===== src/rtl/spi_master_arbiter_if.sv =====
// Bundle of the requester-side and SPI-master-side signals of spi_master_arbiter.
// The master modport is the arbiter's view; slave is the environment's view.
interface spi_master_arbiter_if #(
  parameter int NREQ = 4,
  parameter int NSS  = 2
);
  logic [NREQ-1:0]     req_i;
  logic [NREQ*8-1:0]   req_data_i;
  logic [NREQ*NSS-1:0] req_ss_i;
  logic [NREQ-1:0]     ack_o;
  logic [7:0]          rsp_data_o;
  logic                rsp_err_o;
  logic [NREQ-1:0]     grant_o;
  logic                busy_o;
  logic [7:0]          m_toXmit_o;
  logic [NSS-1:0]      m_ss_o;
  logic                m_strobe_o;
  logic [7:0]          m_Rcvd_i;
  logic                m_Ready_i;
  logic                m_busy_i;

  modport master (
    input  req_i, req_data_i, req_ss_i, m_Rcvd_i, m_Ready_i, m_busy_i,
    output ack_o, rsp_data_o, rsp_err_o, grant_o, busy_o,
           m_toXmit_o, m_ss_o, m_strobe_o
  );

  modport slave (
    output req_i, req_data_i, req_ss_i, m_Rcvd_i, m_Ready_i, m_busy_i,
    input  ack_o, rsp_data_o, rsp_err_o, grant_o, busy_o,
           m_toXmit_o, m_ss_o, m_strobe_o
  );
endinterface


===== src/rtl/spi_master_arbiter.sv =====
// Round-robin arbiter sharing one SPI master control port between NREQ requesters.
// Every output is a flop; the FSM decides next-cycle values directly.
module spi_master_arbiter #(
  parameter int NREQ    = 4,
  parameter int NSS     = 2,
  parameter int TIMEOUT = 1023,
  parameter int GAP     = 4
) (
  input logic                  Clk_i,
  input logic                  Rst_ni,
  spi_master_arbiter_if.master bus
);
  localparam int PW = $clog2(NREQ);
  localparam int CW = $clog2(TIMEOUT + 1);
  localparam int GW = (GAP > 0) ? $clog2(GAP + 1) : 1;

  typedef enum logic [2:0] {
    S_IDLE, S_STROBE, S_WAIT_BUSY, S_WAIT_DONE, S_RESP, S_GAP
  } state_t;

  state_t          r_state;
  logic [PW-1:0]   r_ptr, r_gidx;
  logic [CW-1:0]   r_cnt;
  logic [GW-1:0]   r_gcnt;
  logic [7:0]      r_rdata;
  logic            r_err;

  logic [PW-1:0]   w_win;
  logic            w_found;
  logic [7:0]      w_data;
  logic [NSS-1:0]  w_ss;

  // First asserted request at or after ptr, wrapping.
  always_comb begin
    w_win   = '0;
    w_found = 1'b0;
    for (int i = 0; i < NREQ; i++) begin
      if (!w_found && bus.req_i[PW'((int'(r_ptr) + i) % NREQ)]) begin
        w_win   = PW'((int'(r_ptr) + i) % NREQ);
        w_found = 1'b1;
      end
    end
  end

  assign w_data = bus.req_data_i[int'(w_win)*8 +: 8];
  assign w_ss   = bus.req_ss_i[int'(w_win)*NSS +: NSS];

  always_ff @(posedge Clk_i or negedge Rst_ni) begin
    if (!Rst_ni) begin
      r_state        <= S_IDLE;
      r_ptr          <= '0;
      r_gidx         <= '0;
      r_cnt          <= '0;
      r_gcnt         <= '0;
      r_rdata        <= '0;
      r_err          <= 1'b0;
      bus.ack_o      <= '0;
      bus.rsp_data_o <= '0;
      bus.rsp_err_o  <= 1'b0;
      bus.grant_o    <= '0;
      bus.busy_o     <= 1'b0;
      bus.m_toXmit_o <= '0;
      bus.m_ss_o     <= '0;
      bus.m_strobe_o <= 1'b0;
    end else begin
      bus.ack_o      <= '0;
      bus.rsp_data_o <= '0;
      bus.rsp_err_o  <= 1'b0;
      bus.m_strobe_o <= 1'b0;
      case (r_state)
        S_IDLE: if (w_found) begin
          bus.m_toXmit_o <= w_data;
          bus.m_ss_o     <= w_ss;
          bus.grant_o    <= NREQ'(1) << w_win;
          bus.busy_o     <= 1'b1;
          r_gidx         <= w_win;
          // A bad select never reaches the master; fail it straight away.
          if (!$onehot(w_ss)) begin
            r_rdata <= '0;
            r_err   <= 1'b1;
            r_state <= S_RESP;
          end else begin
            r_state <= S_STROBE;
          end
        end
        S_STROBE: begin
          bus.m_strobe_o <= 1'b1;
          r_cnt          <= '0;
          r_state        <= S_WAIT_BUSY;
        end
        S_WAIT_BUSY: begin
          if (bus.m_busy_i) begin
            r_cnt   <= '0;
            r_state <= S_WAIT_DONE;
          end else if (r_cnt == CW'(TIMEOUT)) begin
            r_rdata <= '0;
            r_err   <= 1'b1;
            r_state <= S_RESP;
          end else begin
            r_cnt <= r_cnt + 1'b1;
          end
        end
        S_WAIT_DONE: begin
          if (!bus.m_busy_i && bus.m_Ready_i) begin
            r_rdata <= bus.m_Rcvd_i;
            r_err   <= 1'b0;
            r_state <= S_RESP;
          end else if (r_cnt == CW'(TIMEOUT)) begin
            r_rdata <= '0;
            r_err   <= 1'b1;
            r_state <= S_RESP;
          end else begin
            r_cnt <= r_cnt + 1'b1;
          end
        end
        S_RESP: begin
          bus.ack_o      <= NREQ'(1) << r_gidx;
          bus.rsp_data_o <= r_rdata;
          bus.rsp_err_o  <= r_err;
          r_ptr          <= (int'(r_gidx) == NREQ - 1) ? '0 : r_gidx + 1'b1;
          bus.m_ss_o     <= '0;
          bus.grant_o    <= '0;
          r_gcnt         <= '0;
          if (GAP > 0) begin
            r_state <= S_GAP;
          end else begin
            bus.busy_o <= 1'b0;
            r_state    <= S_IDLE;
          end
        end
        S_GAP: begin
          if (r_gcnt == GW'(GAP - 1)) begin
            bus.busy_o <= 1'b0;
            r_state    <= S_IDLE;
          end else begin
            r_gcnt <= r_gcnt + 1'b1;
          end
        end
        default: r_state <= S_IDLE;
      endcase
    end
  end
endmodule


===== src/flat_wrapper.sv =====
// flat-port wrapper written by rule: the top's interface ports become plain ports
module spi_master_arbiter_flat 
#(
  parameter int NREQ    = 4,
  parameter int NSS     = 2,
  parameter int TIMEOUT = 1023,
  parameter int GAP     = 4
)
  (Clk_i, Rst_ni, bus_req_i, bus_req_data_i, bus_req_ss_i, bus_m_Rcvd_i, bus_m_Ready_i, bus_m_busy_i, bus_ack_o, bus_rsp_data_o, bus_rsp_err_o, bus_grant_o, bus_busy_o, bus_m_toXmit_o, bus_m_ss_o, bus_m_strobe_o);
  spi_master_arbiter_if #(.NREQ(NREQ), .NSS(NSS)) bus_i ();
  input logic Clk_i;
  input logic Rst_ni;
  input wire logic [$bits(bus_i.req_i)-1:0] bus_req_i;
  input wire logic [$bits(bus_i.req_data_i)-1:0] bus_req_data_i;
  input wire logic [$bits(bus_i.req_ss_i)-1:0] bus_req_ss_i;
  input wire logic [$bits(bus_i.m_Rcvd_i)-1:0] bus_m_Rcvd_i;
  input wire logic [$bits(bus_i.m_Ready_i)-1:0] bus_m_Ready_i;
  input wire logic [$bits(bus_i.m_busy_i)-1:0] bus_m_busy_i;
  output wire logic [$bits(bus_i.ack_o)-1:0] bus_ack_o;
  output wire logic [$bits(bus_i.rsp_data_o)-1:0] bus_rsp_data_o;
  output wire logic [$bits(bus_i.rsp_err_o)-1:0] bus_rsp_err_o;
  output wire logic [$bits(bus_i.grant_o)-1:0] bus_grant_o;
  output wire logic [$bits(bus_i.busy_o)-1:0] bus_busy_o;
  output wire logic [$bits(bus_i.m_toXmit_o)-1:0] bus_m_toXmit_o;
  output wire logic [$bits(bus_i.m_ss_o)-1:0] bus_m_ss_o;
  output wire logic [$bits(bus_i.m_strobe_o)-1:0] bus_m_strobe_o;
  assign bus_i.req_i = bus_req_i;
  assign bus_i.req_data_i = bus_req_data_i;
  assign bus_i.req_ss_i = bus_req_ss_i;
  assign bus_i.m_Rcvd_i = bus_m_Rcvd_i;
  assign bus_i.m_Ready_i = bus_m_Ready_i;
  assign bus_i.m_busy_i = bus_m_busy_i;
  assign bus_ack_o = bus_i.ack_o;
  assign bus_rsp_data_o = bus_i.rsp_data_o;
  assign bus_rsp_err_o = bus_i.rsp_err_o;
  assign bus_grant_o = bus_i.grant_o;
  assign bus_busy_o = bus_i.busy_o;
  assign bus_m_toXmit_o = bus_i.m_toXmit_o;
  assign bus_m_ss_o = bus_i.m_ss_o;
  assign bus_m_strobe_o = bus_i.m_strobe_o;
  spi_master_arbiter #(.NREQ(NREQ), .NSS(NSS), .TIMEOUT(TIMEOUT), .GAP(GAP)) u_core (.Clk_i(Clk_i), .Rst_ni(Rst_ni), .bus(bus_i));
endmodule

===== config.mk =====
export PLATFORM = sky130hd
export DESIGN_NAME = spi_master_arbiter_flat
export DESIGN_NICKNAME = d
export VERILOG_FILES = /design/src/rtl/spi_master_arbiter_if.sv /design/src/rtl/spi_master_arbiter.sv /design/src/flat_wrapper.sv
export SDC_FILE = /design/constraint.sdc
export NUM_CORES = 1
export LEC_CHECK = 0
export CORE_UTILIZATION = 50
export CTS_BUF_LIST = sky130_fd_sc_hd__clkbuf_4 sky130_fd_sc_hd__clkbuf_8
export CTS_CLUSTER_DIAMETER = 50
export DETAILED_ROUTE_END_ITERATION = 10
export HOLD_SLACK_MARGIN = 0.12
export MAX_ROUTING_LAYER = met4
export PLACE_DENSITY_LB_ADDON = 0.1
export SYNTH_ARGS = -nofsm -noshare
export SYNTH_HDL_FRONTEND = slang
export SYNTH_SLANG_ARGS = --single-unit

===== constraint.sdc =====
create_clock -name Clk_i -period 2.2 [get_ports Clk_i]
set_input_delay 0.44 -clock Clk_i [delete_from_list [all_inputs] [get_ports Clk_i]]
set_output_delay 0.44 -clock Clk_i [all_outputs]
set_load 0.02 [all_outputs]

Yosys cells after proc, flatten, opt, wreduce, memory -nomap -nowiden
Index checks and enable logic that the tools add are counted.
W data, S select, Z words.
{ "word_totals": {"out_inout_bits": 29, "regBits": 58, "word_cells": 123} }
{ "classes": {"reduce_logical": 21, "eq_ne": 15, "shifts": 4, "n_mux": 57, "n_lt_le_gt_ge": 4, "n_addsub": 7} }
{ "ops": {"columns": ["cell", "count"], "rows": [
  ["$mux W8", 6],
  ["$shiftx A32 B6 Y8", 1],
  ["$mux W10", 3],
  ["$pmux W10 S3", 1],
  ["$pmux W8 S3", 1],
  ["$mux W1", 21],
  ["$mux W3", 7],
  ["$pmux W3 S6", 1],
  ["$lt A2 B4 Y1 const B", 4],
  ["$mux W2", 6],
  ["$add A10 B1 Y10 const B", 1],
  ["$eq A10 B10 Y1 const B", 1],
  ["$reduce_and A2 Y1", 5],
  ["$eq A3 B2 Y1 const B", 3],
  ["$bmux W1 S2", 4],
  ["$mux W4", 2],
  ["$ne A2 B2 Y1 const B", 4],
  ["$pmux W4 S2", 1],
  ["$shiftx A8 B4 Y2", 1],
  ["$shl A1 B2 Y4 const A", 2],
  ["$eq A3 B3 Y1 const B", 2],
  ["$pmux W3 S2", 1],
  ["$reduce_bool A2 Y1", 3],
  ["$reduce_bool A3 Y1", 2],
  ["15 further kinds", 25]
]} }

Logic depth before layout (Yosys ltp)
Gate-level depths: netlist of run 1.
{ "logic_depth": {"depth_word": 19, "mapped_depth": 7} }

Worst setup path before layout of run 1
No wires, ideal clock.
{ "synth_timing": {"kind": "input port to flip-flop", "start": "in bus_req_i[0]", "end": "reg u_core.r_err", "t_arrival_ns": 1.826, "setup_ns": 0.124, "setup_slack_ns": 0.250, "path_stages": 5, "path_cell_list": "or4_4 and3_4 buf_6 a41o_4 o31a_1"} }
{ "synth_between": {"elab_chain_len": 18, "word_cells_on_any_way": 32, "cone_classes": "add/sub: 1; eq/ne: 3; shift: 1; mux: 20; reduce/logical: 7"} }
{ "synth_rtl": {"columns": ["element", "line", "text"], "rows": [
  ["from (decl)", "flat_wrapper.sv:13", "input wire logic [$bits(bus_i.req_i)-1:0] bus_req_i;"],
  ["$bmux W1 S2", "spi_master_arbiter.sv:38", "if (!w_found && bus.req_i[PW'((int'(r_ptr) + i) % NREQ)]) begin"],
  ["$mux W1 (implied by the code) (2 in series)", "spi_master_arbiter.sv:38", null],
  ["$mux W1", "spi_master_arbiter.sv:38", null],
  ["$logic_not A1 Y1", "spi_master_arbiter.sv:38", null],
  ["$logic_and A1 B1 Y1", "spi_master_arbiter.sv:38", null],
  ["$mux W1", "spi_master_arbiter.sv:38", null],
  ["$logic_not A1 Y1", "spi_master_arbiter.sv:38", null],
  ["$logic_and A1 B1 Y1", "spi_master_arbiter.sv:38", null],
  ["$mux W1", "spi_master_arbiter.sv:38", null],
  ["$logic_not A1 Y1", "spi_master_arbiter.sv:38", null],
  ["$logic_and A1 B1 Y1", "spi_master_arbiter.sv:38", null],
  ["$mux W2", "spi_master_arbiter.sv:38", null],
  ["$shiftx A8 B4 Y2", "spi_master_arbiter.sv:46", "assign w_ss = bus.req_ss_i[int'(w_win)*NSS +: NSS];"],
  ["$add A1 B1 Y2 (implied by the code)", "spi_master_arbiter.sv:78", "if (!$onehot(w_ss)) begin"],
  ["$eq A2 B1 Y1", "spi_master_arbiter.sv:78", null],
  ["$ne A2 B2 Y1 (no line)", null, null],
  ["$reduce_and A4 Y1 (no line) (*)", null, null],
  ["to (signal assigned)", "spi_master_arbiter.sv:80", "r_err <= 1'b1;"],
  ["to (signal assigned)", "spi_master_arbiter.sv:97", "r_err <= 1'b1;"],
  ["to (signal assigned)", "spi_master_arbiter.sv:106", "r_err <= 1'b0;"],
  ["to (decl)", "spi_master_arbiter.sv:26", "logic r_err;"]
]} }
Mark *: on every way between the ends. The rest lies on a longest branch, timed or not. The select of a mux whose other input is x is not followed.
A chain may end at the register's enable or synchronous reset.

Worst setup path after layout of run 1
Same ends and word-level chain as after synthesis.

==> flow_summary.json, run 1 <==
{
  "grt_use_total_pct": 26.59,
  "cts_tree": "done",
  "htreeDepth": 3,
  "drt_iter0_markers": 283,
  "core.rowCount": 28,
  "p_leak_nw": 2.004,
  "worst_pin_slew_ns": 0.6358,
  "power.density_cell_area_mw_per_mm2": 1153,
  "die_y_um": 80.25,
  "status": "completed",
  "period_needed_ns": 2.000,
  "max_stage_delay_ns": 0.57,
  "yosysSeqAreaShare_pct": 47.40,
  "slew_violations": 0,
  "clkTransAtPathRegs_ns": 0.07,
  "place_inst": 473,
  "die_x_um": 80.25,
  "path_max_fanout": 5,
  "root_buffer": "clkbuf_8",
  "arrival_ns": 2.23,
  "rsz0062_at_grt": "false",
  "regArea_mm2": 0.001451,
  "grt_overflow": 0,
  "drt-vias-per-instance": 5.733,
  "fillCellCount": 417,
  "synth_common_cells": "58 x dfrtp_1, 20 x mux2i_1, 19 x nand2_1",
  "postCtsSetupRepairBufs": 0,
  "syn_nets": 364,
  "path_buf_inv": 1,
  "tns_ns": 0,
  "n_antenna_cell": 0,
  "synth_cell_types": 48,
  "fin_crit_sh_pct": 90.91,
  "syn_area_mm2": 0.003062,
  "numCtsBuffers": 9,
  "yosys_warnings": 0,
  "fp.dieArea_mm2": 0.006440,
  "cts.sinks": 58,
  "core_mm2": 0.005921,
  "drc": 0,
  "num_vias": 2809,
  "async_flop_share_pct": 100.0,
  "stdcell_count": 490,
  "final_hold_viol_count": 0,
  "grt_pass1_wl_um": 12630,
  "ir_worst_vdd_uv": 719.4,
  "clk_path_buf_depth": 2,
  "worst-setup-path-type": "in2reg",
  "fmax_ghz": 0.5000,
  "portBuffers": 84,
  "place_hpwl_um": 5538,
  "yosysMostFrequentCell": "dfrtp_1",
  "skew_ns": 0.007525,
  "yosysTopAreaCell": "dfrtp_1",
  "initial_core_util_pct": 51.71,
  "antenna_found_initial": 0,
  "hold_slack_ns": 0.4878,
  "cp_top_family": "simple AND/OR/NAND/NOR gates",
  "crit_path_end_kind": "register",
  "grt_pass1_vias": 2663,
  "start_kind": "primary input",
  "synth-seq-cells": 58,
  "synth_top_area_share_pct": 47.40,
  "routed_wl_um": 7621,
  "synth_edf_count": 0,
  "max_cap_violations": 0,
  "io_pins": 85,
  "postRouteAntennaNets": 0,
  "area_growth_syn_to_layout_pct": 44.42,
  "cp.required_ns": 2.43,
  "ys_top_cells_by_area": "dfrtp_1 47%, mux2i_1 6.5%, o31ai_1 3.2%, o221ai_1 3.1%, and3_1 3.1%",
  "syn_area_per_cell_um2": 10.17,
  "wl_per_cell_um": 15.55,
  "drive_gt1_share_pct": 13.49,
  "grt_max_degree": 36,
  "gp_congestion": 0.8747,
  "hp-class": "reg2reg",
  "multiInputGateArea_mm2": 0.001503,
  "synthFlopType": "dfrtp_1",
  "drtPass1Iterations": 5,
  "maxSlewHeadroom_pct": 57.46,
  "finalPower_mw": 5.100,
  "synthCells": 301,
  "cpMaxStageDelayCell": "or4_4",
  "setup_viol": 0,
  "nets": 473,
  "path_cells": "clkdlybuf4s50_1 > or4_4 > and3_4 > a41o_4 > o31a_1",
  "insertion_delay_ns": 0.34
}
-- through the flow --
| step | utilization [%] | setup slack (ns) | area [µm²] |
|---|---|---|---|
| CTS | 74.60 | 0.06375 | 4417 |
| floorplan | - | 0.2499 | 3062 |
| detailed placement | 70.75 | -0.2905 | 4189 |
| global route | 74.68 | 0.1097 | 4422 |
| global placement | 70.75 | -0.2037 | 4189 |
| finish | 74.68 | 0.1999 | 4422 |
-- state kept, by name, summed over array words and instances, names as in the netlist, 2 cells and up --
register               count
u_core.bus.ack_o           4
u_core.bus.grant_o         4
u_core.bus.m_ss_o          2
u_core.bus.m_toXmit_o      8
u_core.bus.rsp_data_o      8
u_core.r_cnt              10
u_core.r_gcnt              3
u_core.r_gidx              2
u_core.r_ptr               2
u_core.r_rdata             8
u_core.r_state             3
-- tightest hold or removal path, delay by kind of cell (launching register included) --
| kind | cells | cell delay (ns) |
|---|---|---|
| flip-flops | 1 | 0.34 |
| AO/OA/AOI/OAI | 1 | 0.06 |
| AND/OR/NAND/NOR | 1 | 0.05 |
-- routing by layer --
layer  global-route usage, %  vias up  part of all wire, %
li1                        -     1342                    -
met1                   32.56     1346                   42
met2                   43.25      110                   50
met3                   7.614       11                  6.5
met4                   6.964        0                  1.1
met5                       -        -                    0
-- what timing repair did --
action,CTS,global route
resized for setup,0,1
endpoints found under the hold margin,23,0
hold buffers,1,0
setup endpoints to repair,0,8
-- path summary, 6_finish.rpt --
| path | startpoint | end | slack [ns] | cells past startpoint |
|---|---|---|---|---|
| hold reg to reg | u_core.bus.m_toXmit_o[0] | u_core.bus.m_toXmit_o[0] | 0.49 | 2 |
| setup / recovery | bus_req_i[0] | u_core.r_err | 0.20 | 5 |
| hold / removal | u_core.bus.m_toXmit_o[0] | u_core.bus.m_toXmit_o[0] | 0.49 | 2 |
| setup reg to reg | u_core.r_ptr[1] | u_core.bus.m_toXmit_o[7] | 0.32 | 6 |
| min in group asynchronous | Rst_ni | u_core.r_rdata[3] | 0.62 | 2 |
| max in group asynchronous | Rst_ni | u_core.r_state[0] | 0.99 | 3 |
-- layout make-up --
type / instances / area share (%)
multi-input combinational: 218 / 33.98
sequential: 58 / 32.82
timing repair buffer: 113 / 25.30
clock buffer: 9 / 2.801
clock inverter: 7 / 2.122
tap: 75 / 2.122
inverter: 10 / 0.8489
-- report_power, final --
group          internal [mW]  switching, mW  total, mW
clock network          0.634          0.444       1.08
logic                   1.14           1.23       2.37
registers               1.39          0.262       1.66
-- cell families after synthesis --
kind of cell,share of synthesized area (%)
flip-flops,47.40
XOR/XNOR,3.147
buffers and inverters,3.678
adder cells (fa/ha/maj),2.861
multiplexers,7.274
AND/OR/NAND/NOR,16.63
AO/OA/AOI/OAI,19.00
-- cells in the final DEF (no fill, tap or decap), types with 3 or more instances in the layout --
cell type	count
clkdlybuf4s50_1	83
nand3b_1	3
dfrtp_1	58
o31ai_1	13
buf_12	5
o21ai_1	10
nor2b_1	3
inv_1	10
a22oi_1	9
o21ai_0	12
xor2_1	6
buf_4	23
nand3_1	16
or3_1	3
ha_1	7
mux2i_1	20
xnor2_1	5
nor2_1	17
a21oi_1	15
and3_1	15
o221ai_1	11
nand4_1	3
nand2_1	19
clkbuf_8	9
(Power assumes the default switching activity.)
==> inputs of run 2 (changes only) <==
--- a/config.mk
+++ b/config.mk
@@ -15,3 +15,4 @@
 export SYNTH_ARGS = -nofsm -noshare
 export SYNTH_HDL_FRONTEND = slang
 export SYNTH_SLANG_ARGS = --single-unit
+export TNS_END_PERCENT = 10
==> results of run 2 <==
No change in the layout: final DEF, timing and power equal those of run 1.
